==> config.mk <==
export PLATFORM = sky130hd
export DESIGN_NAME = systolic_row
export DESIGN_NICKNAME = d
export VERILOG_FILES = /design/src/rtl/systolic_row.sv
export SDC_FILE = /design/constraint.sdc
export NUM_CORES = 1
export LEC_CHECK = 0
export BUFFER_PORTS_ARGS = -buffer_cell sky130_fd_sc_hd__buf_2
export CAP_MARGIN = 0
export CORE_MARGIN = 8
export CORE_UTILIZATION = 40
export CTS_BUF_LIST = sky130_fd_sc_hd__clkbuf_16
export DETAILED_ROUTE_END_ITERATION = 7
export PLACE_DENSITY = 0.67
export SYNTH_ARGS = -nofsm -noshare
export SYNTH_HDL_FRONTEND = slang
export SYNTH_SLANG_ARGS = --single-unit
==> constraint.sdc <==
create_clock -name clock -period 9.89 [get_ports clock]
set_input_delay 1.978 -clock clock [delete_from_list [all_inputs] [get_ports clock]]
set_output_delay 1.978 -clock clock [all_outputs]
set_load 0.01 [all_outputs]
==> src/rtl/systolic_row.sv <==
// systolic_row: one row of N multiply-accumulate PEs. Operand a enters PE0 and
// shifts one PE per cycle; each PE multiplies its a by its own b_in lane and
// accumulates locally. A drain pulse stops intake, lets in-flight samples land
// (FLUSH), then reads acc_0 .. acc_{N-1} out serially on c_out (DRAIN).
// Build option: define SYSTOLIC_ROW_SAT_EN for saturating accumulation;
// otherwise accumulators wrap modulo 2^ACC_W.
module systolic_row #(
    parameter int N      = 4,
    parameter int DATA_W = 8,
    parameter int ACC_W  = 20
) (
    input  logic                  clock,
    input  logic                  reset,
    input  logic                  in_valid,
    input  logic [DATA_W-1:0]     a_in,
    input  logic [N*DATA_W-1:0]   b_in,
    input  logic                  clear,
    input  logic                  drain,
    output logic [DATA_W-1:0]     a_out,
    output logic                  a_valid_out,
    output logic [ACC_W-1:0]      c_out,
    output logic                  c_valid,
    output logic                  busy
);

    localparam int IDX_W = (N > 1) ? $clog2(N) : 1;

    localparam logic [1:0] ST_ACC   = 2'd0;
    localparam logic [1:0] ST_FLUSH = 2'd1;
    localparam logic [1:0] ST_DRAIN = 2'd2;

    logic [1:0]               state;
    logic [IDX_W-1:0]         idx;
    logic signed [DATA_W-1:0] a_stage [N];
    logic [N-1:0]             v_stage;
    logic signed [ACC_W-1:0]  acc      [N];
    logic signed [ACC_W-1:0]  acc_next [N];
    logic                     acc_clr;
    logic                     drain_last;

    assign busy        = (state != ST_ACC);
    assign c_valid     = (state == ST_DRAIN);
    assign c_out       = c_valid ? acc[idx] : '0;
    assign a_out       = a_stage[N-1];
    assign a_valid_out = v_stage[N-1];
    assign acc_clr     = clear && (state != ST_DRAIN);
    assign drain_last  = (state == ST_DRAIN) && (idx == IDX_W'(N - 1));

    for (genvar k = 0; k < N; k++) begin : g_pe
        logic signed [DATA_W-1:0]   b_k;
        logic signed [2*DATA_W-1:0] prod;
        logic signed [ACC_W-1:0]    base;

        assign b_k  = b_in[k*DATA_W +: DATA_W];
        assign prod = a_stage[k] * b_k;
        assign base = acc_clr ? '0 : acc[k];

`ifdef SYSTOLIC_ROW_SAT_EN
        // One guard bit: disagreement between the top two bits flags overflow.
        logic signed [ACC_W:0] sum;
        assign sum = {base[ACC_W-1], base}
                   + (v_stage[k] ? {{(ACC_W+1-2*DATA_W){prod[2*DATA_W-1]}}, prod} : '0);
        assign acc_next[k] = (sum[ACC_W] != sum[ACC_W-1])
                           ? (sum[ACC_W] ? {1'b1, {(ACC_W-1){1'b0}}}
                                         : {1'b0, {(ACC_W-1){1'b1}}})
                           : sum[ACC_W-1:0];
`else
        logic signed [ACC_W-1:0] sum;
        assign sum = base
                   + (v_stage[k] ? {{(ACC_W-2*DATA_W){prod[2*DATA_W-1]}}, prod} : '0);
        assign acc_next[k] = sum;
`endif
    end

    // Operand shift pipeline; intake is gated off while flushing or draining.
    always_ff @(posedge clock) begin
        if (reset) begin
            for (int unsigned k = 0; k < N; k++) a_stage[k] <= '0;
            v_stage <= '0;
        end else begin
            a_stage[0] <= a_in;
            v_stage[0] <= in_valid & ~busy;
            for (int unsigned k = 1; k < N; k++) begin
                a_stage[k] <= a_stage[k-1];
                v_stage[k] <= v_stage[k-1];
            end
        end
    end

    // Accumulators; all zeroed as the last drain beat is presented.
    always_ff @(posedge clock) begin
        if (reset) begin
            for (int unsigned k = 0; k < N; k++) acc[k] <= '0;
        end else begin
            for (int unsigned k = 0; k < N; k++)
                acc[k] <= drain_last ? '0 : acc_next[k];
        end
    end

    // Control FSM: ACC -> FLUSH on drain, FLUSH -> DRAIN once pipeline is empty.
    always_ff @(posedge clock) begin
        if (reset) begin
            state <= ST_ACC;
            idx   <= '0;
        end else begin
            case (state)
                ST_ACC: begin
                    if (drain) state <= ST_FLUSH;
                end
                ST_FLUSH: begin
                    if (v_stage == '0) begin
                        state <= ST_DRAIN;
                        idx   <= '0;
                    end
                end
                ST_DRAIN: begin
                    if (drain_last) begin
                        state <= ST_ACC;
                        idx   <= '0;
                    end else begin
                        idx <= idx + 1'b1;
                    end
                end
                default: begin
                    state <= ST_ACC;
                    idx   <= '0;
                end
            endcase
        end
    end

endmodule

=== Yosys cells after proc, flatten, opt, wreduce, memory -nomap -nowiden ===
Memories as Yosys holds them, arrays and structs flattened. A register that Yosys moved wholly into a read port is not among the register bits.
Cells that the tools add are included.

* $add $sub $neg: 5
* Multipliers: 4
* Eq/ne operators: 7
* Muxes and demuxes: 33
* Bitwise gates (word level): 11
* Reductions and logical operators: 7

{| class="wikitable"
|+ Operator list
! operator !! number
|-
| 20-bit 2-to-1 mux || 17
|-
| 20-bit adder || 4
|-
| 8-bit by 8-bit multiplier with 16-bit output || 4
|-
| 8-bit 2-to-1 mux || 4
|-
| 2-bit 2-to-1 mux || 7
|-
| 2-bit case mux with 3 select lines || 2
|-
| 1-bit bitwise OR || 8
|-
| 2-bit != test (second input constant) || 3
|-
| 2-bit == test (second input constant) || 2
|-
| 4-bit zero test || 1
|-
| 1-bit 2-to-1 mux || 3
|-
| 3-bit AND reduction || 1
|-
| 2-bit by 1-bit adder with 2-bit output (second input constant) || 1
|-
| 2-bit by 1-bit == test with 1-bit output (second input constant) || 1
|-
| 1-bit logical AND || 2
|-
| 2-bit zero test || 1
|-
| 2-bit by 1-bit != test with 1-bit output (second input constant) || 1
|-
| 1-bit NOT || 2
|-
| 2-bit AND reduction || 1
|-
| 2-bit nonzero test || 1
|-
| 1-bit bitwise AND || 1
|}

* Register bits: 8
* Memory bits (writable): 112
* Output and inout port bits: 31
* Word-level logic and storage cells: 72
* Memories: 2

{| class="wikitable"
|+ Memory list
! memory !! depth !! bits a word !! read ports !! clocked after Yosys merged registers in !! write ports !! line !! RTL
|-
| acc || 4 || 20 || 5 || 1 || 4 || 36 || <nowiki>logic signed [ACC_W-1:0] acc [N];</nowiki>
|-
| a_stage || 4 || 8 || 4 || 0 || 4 || 34 || <nowiki>logic signed [DATA_W-1:0] a_stage [N];</nowiki>
|}

=== Depth between registers and ports, before layout ===
Gate-level depths: netlist of run 1.

* Word-level depth: 6
* Gate-level depth with buffers: 26
* Gate-level depth less buffers: 26

=== Least setup slack after synthesis of run 1 ===
OpenSTA, ideal clock, no wires.

* Kind: input-to-reg
* From: input port b_in[1]
* To: memory acc[0][19]
* Setup time: 65 ps
* Data arrival time: 7190 ps
* Path slack: 2635 ps
* Stages: 25
* Path buffers: 0
* Path through: and2_1 fa_1 inv_1 fa_1 inv_1 fa_1 inv_1 fa_1 inv_1 ha_1 a21oi_1 o21bai_1 a21oi_1 o21bai_1 a21oi_1 o21ai_0 mux2i_1 ha_1 and3_1 a21oi_1 inv_1 a211o_1 a41oi_1 xnor3_1 nor2_1

{| class="wikitable"
|+ RTL lines
! element !! line !! RTL
|-
| from (decl) || 16 || <nowiki>input logic [N*DATA_W-1:0] b_in,</nowiki>
|-
| to (decl) || 36 ||
|}

==> flow_summary.yaml, run 1 <==
status:
  outcome: "complete, no violations"
sta:
  drv_slew: 0
  setup_viol: 0
  final.setup.tns_ns: 0
  fin_ws_ns: 2.55
  hold_slack_ns: 0.545
  rsz0062_at_grt: "false"
  slew_headroom_pct: 26.1
  clock_skew_ns: 0.0138
  min_period_ns: 7.34
  max_freq_mhz: 136
  fin_crit_sh_pct: 74.2
  final-hold-violation-count: 0
  tightest_slew_ns: 1.11
clock_network:
  cts_setup_buffers: 0
  clkTransAtPathRegs_ns: 0.07
  root_buffer: "clkbuf_16"
  clockBufferDepth: 2
  cts_resized: 0
  cts_tree: "done"
  clkLatencyLatePin_ns: 0.43
  cts_buffers: 17
  clock_sinks: 122
  cts_hold_buf: 0
  htreeDepth: 4
final_layout:
  finalNonFillerCells: 2715
  final_nets: 2572
  area_growth_pct: 8.51
  drive_gt1_share_pct: 7.16
  num-fill-cells: 4353
  design_area_um2: 19500
  utilization_pct: 44.0
  n_antenna_cell: 0
routing:
  met2_length_mm: 19.2
  vias_per_cell: 5.05
  wl_met3_mm: 1.58
  highest_layer: "met5"
  met1_length_mm: 20.1
  drt_iter0_drc: 616
  vias: 13714
  first_pass_iters: 7
  wl_per_cell_um: 15.3
  drtAntennaViolNets: 0
  drcViolationCount: 0
  drt-total-wl_mm: 41.7
place:
  placed_cells: 2683
  gp_congestion: 0.863
  port_buffers: 75
  pre_cts_ws_ns: 2.12
  place_area_um2: 18900
  hpwl_mm: 34.6
global_route:
  grt_use_total_pct: 16.3
  grt_start_max_net_pins: 46
  grt_pass1_vias: 14278
  antenna_found_initial: 3
  grt_overflow: 0
  grt_pass1_wl_mm: 70.9
logic_synthesis:
  ys_ff_latch: 122
  syn_nets: 2519
  ys_types: 59
  synthFlopType: "dfxtp_1"
  synth_edf_count: 0
  seq_area_frac_synth_pct: 13.6
  syn-cell-area_um2: 18000
  synthArstFlopShare_pct: 0
  synth_cells: 2057
  synth.avg_cell_area_um2: 8.75
  ys_warn_count: 0
run:
  maxCapViolations: 0
power_and_ir_drop:
  switching_power_mw: 0.738
  seqPwrFrac_pct: 27.9
  peakVddDrop_v: 0.0000975
  power.leakage_nw: 9.74
  swShare_pct: 37.5
  p_int_mw: 1.23
  power_density_nw_per_um2: 101
  p_total_mw: 1.97
  p_clk_share_pct: 31.3
  power_frac_comb_pct: 40.8
floorplan:
  die_w_um: 228
  ios: 76
  core-area_um2: 44300
  fp-row-count: 77
  start_util_pct: 40.6
  die_area_um2: 52000
  die_height_um: 228
worst_setup_path:
  startpoint_type: "primary input"
  worstPathRequired_ns: 10.24
  end_kind: "register"
  worstPathArrival_ns: 7.69
  worst-path-max-fanout: 8
  critPathKind: "in -> reg"
min_path:
  hold_path_class: "reg -> reg"
## Yosys cell counts (30+ instances only)
cell type,number,area share [%]
nor2b_1,67,2.3
dfxtp_1,122,14
xor2_1,43,2.1
a21oi_1,93,2.6
nor3_1,35,0.97
xnor2_1,58,2.8
and2_1,316,11
fa_1,224,25
a21o_1,30,1.3
inv_1,349,7.3
nand2_1,99,2.1
nor2_1,98,2.0
ha_1,193,13
clkbuf_1,35,0.73
o21ai_0,53,1.5
## per-layer routing
metal,vias to the layer above,GRT usage [%]
met5,-,0
met4,2,4.09
met3,55,2.12
met2,260,26.9
met1,6705,22.2
li1,6692,-
## final cells by class
class	count	area (µm²)	share of cell area, %
clock buffer	17	425	2.18
clock inverter	15	150	0.769
inverter	349	1310	6.71
multi-input combinational	1540	14000	71.9
sequential	122	2440	12.5
tap	592	741	3.79
timing repair buffer	80	413	2.12
## power by group through the flow
stage                     registers, mW  logic [mW]  clock network (mW)
after floorplan                   0.539       0.636                   0
after global placement            0.559       0.789                   0
after detailed placement          0.559       0.805                   0
after CTS                         0.549       0.813               0.622
after global routing              0.553       0.935               0.646
final                             0.549       0.803               0.615
## cells in the final DEF (no fill, tap or decap), types with 20 or more instances in the layout
cell,n
a21o_1,29
a21oi_1,93
and2_1,316
and3_1,24
buf_2,75
dfxtp_1,122
fa_1,224
ha_1,193
inv_1,349
mux4_2,20
nand2_1,98
nand2b_1,20
nor2_1,98
nor2b_1,67
nor3_1,35
o21ai_0,53
xnor2_1,58
xor2_1,43
## worst max-delay path, cell delays in order
cell and delay, ns:
buf_2 0.14, and2_1 0.17, fa_1 0.50, inv_1 0.05, fa_1 0.50, inv_1 0.06, fa_1 0.53, inv_1 0.05
fa_1 0.47, inv_1 0.04, ha_1 0.29, a21oi_1 0.22, o21bai_1 0.09, a21oi_1 0.22, o21bai_1 0.09, a21oi_1 0.20
o21ai_0 0.15, mux2i_1 0.15, ha_1 0.34, and3_1 0.16, a21oi_1 0.24, inv_1 0.09, a211o_1 0.27, a41oi_1 0.26
xnor3_1 0.34, nor2_1 0.08
## state kept, by name, indices dropped and copies added, names as in the netlist, named ones only
register  flops
a_stage      32
acc          80
state         2
idx           2
v_stage       4
## logic make-up (layout without fill, tap and decap cells)
logic type | count (synthesis) | count (layout) | synth area share [%]
compound gates | 266 | 266 | 9.24
flops | 122 | 122 | 13.6
fa+ha+maj | 417 | 417 | 38.3
simple gates | 725 | 725 | 22.3
buf+inv | 395 | 461 | 8.41
mux | 30 | 30 | 3.09
xor+xnor | 102 | 102 | 5.04
## worst paths after layout
check	to	slack, ns	from	depth (start not counted)
worst max-delay path	acc[0][19]	2.55	b_in[1]	26
worst min-delay path	state[0]	0.55	state[0]	2
worst max register to register	acc[0][19]	3.74	a_stage[0][5]	25
worst min register to register	state[0]	0.55	state[0]	2
Power figures use the tool's default switching activity.
==> run 2, diff against run 1 <==
==> constraint.sdc (replaced) <==
create_clock -name clock -period 7.4 [get_ports clock]
set_input_delay 1.48 -clock clock [delete_from_list [all_inputs] [get_ports clock]]
set_output_delay 1.48 -clock clock [all_outputs]
set_load 0.01 [all_outputs]
==> run 2 against run 1 <==
Non-clock buffer count is 1 higher; die area stayed put; critical path type unchanged; via count is 0.12% higher.
==> flow_summary.yaml, run 2 (synthesis gave the netlist of run 1 again) <==
status:
  outcome: "complete, no violations"
worst_setup_path:
  end_kind: "register"
  worstPathRequired_ns: 7.76
  crit_path_top_delay_cell: "fa_1"
  rr_worst_depth: 24
  critPathKind: "in -> reg"
  cpPeakStageDelay_ns: 0.54
  worst-path-max-fanout: 8
  worstPathArrival_ns: 7.15
  startpoint_type: "primary input"
floorplan:
  die_height_um: 228
  fp-row-count: 77
  die_area_um2: 52000
  core-area_um2: 44300
  start_util_pct: 40.6
  die_w_um: 228
  ios: 76
routing:
  drt-total-wl_mm: 41.9
  vias: 13731
  drtAntennaViolNets: 0
  drt_iter0_drc: 582
  wl_per_cell_um: 15.4
  vias_per_cell: 5.06
  first_pass_iters: 6
  drcViolationCount: 0
sta:
  max_freq_mhz: 147
  drv_slew: 0
  setup_viol: 0
  fin_crit_sh_pct: 91.8
  min_period_ns: 6.79
  final-hold-violation-count: 0
  tightest_slew_ns: 1.10
  clock_skew_ns: 0.00832
  rsz0062_at_grt: "false"
  slew_headroom_pct: 26.7
  fin_ws_ns: 0.609
  final.setup.tns_ns: 0
final_layout:
  design_area_um2: 19600
  largest_register_ffs: 80
  final_nets: 2573
  n_antenna_cell: 0
  final_common_cell: "inv_1"
  num-fill-cells: 4363
  area_growth_pct: 8.69
  utilization_pct: 44.1
  finalNonFillerCells: 2716
  most-common-layout-cells: "inv_1, and2_1, fa_1"
  top_regs: "acc: 80 flops, a_stage: 32 flops, v_stage: 4 flops"
  top_register: "acc"
  multiInputGateArea_um2: 14000
  drive_gt1_share_pct: 7.20
  seqCellArea_um2: 2440
clock_network:
  clkLatencyLatePin_ns: 0.43
  cts_resized: 0
  clockBufferDepth: 2
  root_buffer: "clkbuf_16"
  cts_setup_buffers: 0
  cts_buffers: 17
  clock_sinks: 122
  htreeDepth: 4
  clkTransAtPathRegs_ns: 0.06
  cts_tree: "done"
  cts_hold_buf: 0
place:
  place_area_um2: 19000
  hpwl_mm: 35.0
  port_buffers: 75
  gp_congestion: 0.882
  pre_cts_ws_ns: 0.163
  placed_cells: 2684
min_path:
  hold_path_class: "reg -> reg"
  hold-path-cell-count: 2
global_route:
  grt_use_total_pct: 16.2
  antenna_found_initial: 4
  met1_usage_pct: 21.5
  grt_util_met3_pct: 2.62
  grt_pass1_wl_mm: 70.7
  busiest_layer: "met2"
  grt_pass1_vias: 14374
  grt_overflow: 0
  grt_start_max_net_pins: 46
  use_met2_pct: 27.2
power_and_ir_drop:
  peakVddDrop_v: 0.000155
  power_density_nw_per_um2: 137
  power.leakage_nw: 9.76
run:
  maxCapViolations: 0
[run 2: changes by cell type in the layout (fill, tap and decap cells not counted)]
cell        before  now
inv_6            6    1
clkinv_2         1    4
bufinv_16        1    3
inv_8            3    1
buf_4            5    6
clkinv_4         2    3
clkinvlp_4       1    2
[run 2: report_power, final]
| part | switching, mW | internal, mW | total (mW) | leakage [nW] |
|---|---|---|---|---|
| Sequential | 0.0407 | 0.692 | 0.733 | 0.990 |
| Clock | 0.328 | 0.530 | 0.858 | 0.292 |
| Combinational | 0.601 | 0.479 | 1.08 | 8.47 |
| Total | 0.969 | 1.70 | 2.67 | 9.76 |
[run 2: worst max-delay path: cells and delay by family]
| family | cells | cell delay (ns) |
|---|---|---|
| adder cells (fa/ha/maj) | 6 | 2.68 |
| AO/OA/AOI/OAI | 9 | 1.71 |
| AND/OR/NAND/NOR | 4 | 0.77 |
| buffers and inverters | 5 | 0.36 |
| multiplexers | 1 | 0.17 |
[run 2: worst paths after layout]
check	from	endpoint	slack [ns]
max reg2reg	a_stage[0][11]	acc[1][19]	1.28
min	state[0]	state[0]	0.53
min reg2reg	state[0]	state[0]	0.53
max	b_in[10]	acc[1][19]	0.61
[run 2: cell type report]
class                           count  share of cell area (%)
Multi-Input combinational cell   1540                    71.8
Tap cell                          592                    3.79
Timing Repair Buffer               81                    2.15
Clock inverter                     15                   0.896
Sequential cell                   122                    12.5
Clock buffer                       17                    2.18
Inverter                          349                    6.70
[run 2: layer usage]
layer  vias up  wire length (µm)
met2       259             19600
met5         -                46
met1      6726             19500
li1       6688                 -
met3        54              1860
met4         4               947
[run 2: stage by stage]
step                hold WS (ns)  power [mW]
global placement           0.517        1.80
floorplan                  0.496        1.57
detailed placement         0.527        1.83
CTS                        0.533        2.70
finish                     0.535        2.67
global route               0.588        2.89
